$ cat config.mk
export PLATFORM = sky130hd
export DESIGN_NAME = iconn_egress
export DESIGN_NICKNAME = d
export VERILOG_FILES = /design/src/rtl/iconn_egress.sv
export SDC_FILE = /design/constraint.sdc
export NUM_CORES = 1
export LEC_CHECK = 0
export ABC_AREA = 1
export CORE_ASPECT_RATIO = 1.5
export CORE_MARGIN = 10
export CORE_UTILIZATION = 45
export DETAILED_ROUTE_END_ITERATION = 7
export PLACE_DENSITY = 0.71
export SETUP_SLACK_MARGIN = 0.02
export SYNTH_ARGS = -nofsm -noshare
export SYNTH_HDL_FRONTEND = slang
export SYNTH_SLANG_ARGS = --single-unit
$ cat constraint.sdc
create_clock -name clk -period 6.18 [get_ports clk]
set_clock_uncertainty 0.2 [all_clocks]
set_input_delay 1.545 -clock clk [delete_from_list [all_inputs] [get_ports clk]]
set_output_delay 1.545 -clock clk [all_outputs]
set_load 0.05 [all_outputs]
$ cat src/rtl/iconn_egress.sv
// iconn_egress: network exit port; checks destination (ICONN_EGRESS_ADDR_CHECK_EN), buffers words, feeds the local consumer.
// Latency: a word at net_* in cycle N is at dout in cycle N+2 when the FIFO is empty.
// Backpressure: none toward the network (overflow/misroute drop and count); dout side is valid/ready.

module iconn_egress_fifo #(
    parameter int WIDTH = 64,
    parameter int DEPTH = 8,
    localparam int PTR_W = $clog2(DEPTH)
) (
    input  logic             clk,
    input  logic             rst_n,
    input  logic             push,
    input  logic [WIDTH-1:0] push_dat,
    input  logic             pop,
    output logic [WIDTH-1:0] head_dat,
    output logic [PTR_W:0]   count
);
    logic [WIDTH-1:0] mem [DEPTH];
    logic [PTR_W-1:0] wr_ptr;
    logic [PTR_W-1:0] rd_ptr;

    always_ff @(posedge clk) begin
        if (push) begin
            mem[wr_ptr] <= push_dat;
        end
    end

    always_ff @(posedge clk) begin
        if (!rst_n) begin
            wr_ptr <= '0;
            rd_ptr <= '0;
            count  <= '0;
        end else begin
            if (push) wr_ptr <= wr_ptr + PTR_W'(1);
            if (pop)  rd_ptr <= rd_ptr + PTR_W'(1);
            case ({push, pop})
                2'b10:   count <= count + (PTR_W+1)'(1);
                2'b01:   count <= count - (PTR_W+1)'(1);
                default: count <= count;
            endcase
        end
    end

    // Show-ahead head; a push into a full FIFO overwrites the slot being popped this same edge.
    assign head_dat = mem[rd_ptr];
endmodule

module iconn_egress #(
    parameter int NODE_ADDR_WIDTH = 5,
    parameter int DATA_WIDTH      = 64,
    parameter int NODE_ID         = 0,
    parameter int FIFO_DEPTH      = 8,
    parameter int CNT_WIDTH       = 16
) (
    input  logic                       clk,
    input  logic                       rst_n,
    input  logic [NODE_ADDR_WIDTH-1:0] net_ain,
    input  logic [DATA_WIDTH-1:0]      net_din,
    input  logic                       net_din_valid,
    output logic [DATA_WIDTH-1:0]      dout,
    output logic                       dout_valid,
    input  logic                       dout_ready,
    output logic                       almost_full,
    output logic                       ovf_err,
    output logic                       mis_err,
    output logic [CNT_WIDTH-1:0]       rx_cnt,
    output logic [CNT_WIDTH-1:0]       drop_cnt,
    input  logic                       clr_err
);
    localparam int PTR_W = $clog2(FIFO_DEPTH);
    localparam logic [PTR_W:0] DEPTH_C = (PTR_W+1)'(FIFO_DEPTH);
    localparam logic [PTR_W:0] AF_C    = (PTR_W+1)'(FIFO_DEPTH - 2);

    logic                       s0_vld;
    logic [NODE_ADDR_WIDTH-1:0] s0_addr;
    logic [DATA_WIDTH-1:0]      s0_dat;

    logic                  addr_ok;
    logic                  pop;
    logic                  push;
    logic                  can_accept;
    logic                  mis_drop;
    logic                  ovf_drop;
    logic [PTR_W:0]        fifo_count;
    logic [DATA_WIDTH-1:0] head_dat;

    always_ff @(posedge clk) begin
        if (!rst_n) begin
            s0_vld <= 1'b0;
        end else begin
            s0_vld <= net_din_valid;
        end
    end

    always_ff @(posedge clk) begin
        s0_addr <= net_ain;
        s0_dat  <= net_din;
    end

`ifdef ICONN_EGRESS_ADDR_CHECK_EN
    assign addr_ok = (s0_addr == NODE_ADDR_WIDTH'(NODE_ID));
`else
    logic unused_addr;
    assign unused_addr = ^s0_addr;
    assign addr_ok     = 1'b1;
`endif

    assign dout_valid  = (fifo_count != '0);
    assign pop         = dout_valid && dout_ready;
    assign can_accept  = (fifo_count < DEPTH_C) || pop;
    // Misroute wins over overflow so a word is never counted twice.
    assign mis_drop    = s0_vld && !addr_ok;
    assign ovf_drop    = s0_vld && addr_ok && !can_accept;
    assign push        = s0_vld && addr_ok && can_accept;
    assign dout        = dout_valid ? head_dat : '0;
    assign almost_full = (fifo_count >= AF_C);

    iconn_egress_fifo #(
        .WIDTH (DATA_WIDTH),
        .DEPTH (FIFO_DEPTH)
    ) u_fifo (
        .clk      (clk),
        .rst_n    (rst_n),
        .push     (push),
        .push_dat (s0_dat),
        .pop      (pop),
        .head_dat (head_dat),
        .count    (fifo_count)
    );

    always_ff @(posedge clk) begin
        if (!rst_n) begin
            rx_cnt <= '0;
        end else if (push) begin
            rx_cnt <= rx_cnt + CNT_WIDTH'(1);
        end
    end

    // clr_err beats a coincident drop: that drop is intentionally lost from the statistics.
    always_ff @(posedge clk) begin
        if (!rst_n || clr_err) begin
            ovf_err  <= 1'b0;
            drop_cnt <= '0;
        end else begin
            if (ovf_drop) ovf_err <= 1'b1;
            if ((mis_drop || ovf_drop) && (drop_cnt != '1)) begin
                drop_cnt <= drop_cnt + CNT_WIDTH'(1);
            end
        end
    end

`ifdef ICONN_EGRESS_ADDR_CHECK_EN
    always_ff @(posedge clk) begin
        if (!rst_n || clr_err) begin
            mis_err <= 1'b0;
        end else if (mis_drop) begin
            mis_err <= 1'b1;
        end
    end
`else
    assign mis_err = 1'b0;
`endif
endmodule

==> flow_metrics.tcl <==
set metrics [dict create \
    vias 14900 \
    cp_slowest_cell "dfxtp_4" \
    worst_slack_ns 0.819 \
    diodes 0 \
    cp-start-kind "flop" \
    yosysWarnings 0 \
    final_cell_mix "edfxtp_1, nor2_1, o21ai_0, clkdlybuf4s50_1, nand2_1" \
    final_common_cell "edfxtp_1" \
    gp_congestion 0.802 \
    crit_fanout 92 \
    drive_above_1_share_pct 6.71 \
    finalNonFillerCells 2768 \
    cp.arrival_ns 3.62 \
    io_buffers 167 \
    drc 0 \
    root_buffer "clkbuf_16" \
    fin_nets 2117 \
    cts_tree "built" \
    synth_top_cell_area_share_pct 64.7 \
    top_layer "met5" \
    row_count 103 \
    slowest_delay_ns 0.98 \
    antenna_found_initial 3 \
    status "completed" \
    endpoint_kind "output port" \
    cts_resized 0 \
    hold_viol 0 \
    crit_type "flop to output port" \
    fin_crit_ns 5.36 \
    vdd_drop_max_v 0.000291 \
    synthesis.nets 1969 \
    async_flop_share_pct 0 \
    dp_hpwl_mm 29.6 \
    htreeDepth 2 \
    syn_area_sq_um 23800 \
    syn_avg_cell_area_sq_um 12.6 \
    synth.distinct_cells 34 \
    dpl.cell_count 2658 \
    synth_area_leaders "edfxtp_1, dfxtp_1, nor2_1" \
    grt_overflow_total 0 \
    required_ns 4.43 \
    antenna_left 0 \
    synth-main-ff-cell "edfxtp_1" \
    drt-pass1-iter-count 6 \
    leakage_nw 9.32 \
    worstMarginPinSlew_ns 1.12 \
    synth.ff_latch_count 623 \
    crit_top_cell "o21ai_0" \
    synth_enable_flop_cells 512 \
    slew_headroom_pct 25.3 \
    met1_length_mm 22.3 \
    crit_path_cell_trace "buf_4 -> o21ai_0 -> o21ai_0 -> o21ai_0 -> nor2_1 -> clkdlybuf4s50_1" \
    met2_length_mm 27.5 \
    powerDensity_nw_per_um2 435 \
    io_pins 174 \
    core_area_sq_um 52500 \
    cts.sink_count 623 \
    die-width_um 208 \
    synthCells 1888 \
    clk_path_buf_depth 3 \
    cts_hold_buf 0 \
    hold_path.class "flop to flop" \
    yosysSeqAreaShare_pct 74.0 \
    met3_length_mm 3.13 \
    via_per_inst 5.39 \
    dieArea_sq_um 62600 \
    pre_cts_ws_ns 1.39 \
    cts_setup_buffers 0 \
    finalSetupTns_ns 0 \
    grt_max_degree 165 \
    syn_to_final_growth_pct 18.1 \
    wl_mm 54.5 \
    clkLatencyLatePin_ns 0.60 \
    post-route-period-util_pct 86.7 \
    die_height_um 301 \
    yosysTopAreaCell "edfxtp_1" \
    start_util_pct 45.3 \
    grt_pass1_wl_mm 83.4 \
    slew_violations 0 \
    clock.fmax_ghz 0.187 \
    grt_pass1_vias 15300 \
    drtIter0Drc 1037 \
    maxCapViolCount 0 \
    grt_usage_pct 16.7 \
    setup-violations-final 0 \
    rsz0062_at_grt "false" \
    cts_buffers 58 \
    wl_per_cell_um 19.7 \
    clk_pin_slew_ns 0.06 \
]
[through the flow]
step / area [sq um] / power (mW) / hold WS, ns / utilization [%]
6_report: 28100 / 12.2 / 0.274 / 53.5
5_1_grt: 28100 / 12.8 / 0.312 / 53.5
4_1_cts: 28100 / 12.3 / 0.276 / 53.5
3_5_place_dp: 26100 / 8.73 / 0.256 / 49.8
3_3_place_gp: 26100 / 8.64 / 0.243 / 49.8
2_1_floorplan: 23800 / 7.53 / 0.233 / -
[sequential cells by signal, indices dropped and copies added, names as in the netlist, named ones only]
signal / count
u_fifo.rd_ptr: 3
rx_cnt: 16
u_fifo.count: 4
u_fifo.wr_ptr: 3
s0_vld: 1
ovf_err: 1
u_fifo.mem: 512
drop_cnt: 16
s0_dat: 64
[cells in the mapped netlist (4+ instances only)]
library cell,number
inv_1,38
a21oi_1,33
nand3_1,25
nor2_1,449
ha_1,7
nand2_1,112
buf_6,4
dfxtp_1,111
buf_12,4
mux2i_1,64
xor2_1,9
buf_4,14
o21ai_1,42
o21ai_0,292
xnor2_1,4
buf_1,11
edfxtp_1,512
nand4_1,5
buf_2,13
o22ai_1,64
clkbuf_1,58
[final timing paths]
path | slack (ns) | end | from | depth (start not counted)
min | 0.27 | flop | u_fifo.rd_ptr[2] | 2
max reg2reg | 2.61 | u_fifo.mem[3][33] | u_fifo.count[3] | 10
max | 0.82 | dout[0] | flop | 6
min reg2reg | 0.27 | flop | u_fifo.rd_ptr[2] | 2
[logic make-up after synthesis]
family	synth area share [%]
AND/OR/NAND/NOR	9.87
flip-flops	74.0
AO/OA/AOI/OAI	9.51
buffers and inverters	3.03
adder cells (fa/ha/maj)	0.368
XOR/XNOR	0.479
multiplexers	2.70
other	0.0158
[cell type report]
| type | instances | area [sq um] |
|---|---|---|
| sequential | 623 | 17600 |
| inverter | 40 | 155 |
| clock buffer | 77 | 1610 |
| multi-input combinational | 1120 | 5510 |
| tap | 682 | 853 |
| clock inverter | 33 | 348 |
| fill | 4201 | 24400 |
| timing repair buffer | 193 | 1980 |
[report_power, final]
group          switching (mW)  leakage [nW]  internal (mW)
combinational            2.61          2.81           1.17
sequential              0.163          5.55           4.67
clock                    1.51         0.959           2.09
total                    4.29          9.32           7.93
[metal layers]
metal	vias up	track usage [%]
met4	6	6.69
met2	429	29.6
li1	7027	-
met1	7352	19.5
met5	-	0
met3	98	3.36
[critical path: cells and delay by family (launching register included)]
kind / cells / cell delay [ns]
AO/OA/AOI/OAI: 3 / 0.40
AND/OR/NAND/NOR: 1 / 0.22
flip-flops: 1 / 0.98
buffers and inverters: 2 / 1.39
No activity file was read; power rests on OpenSTA's default activity.
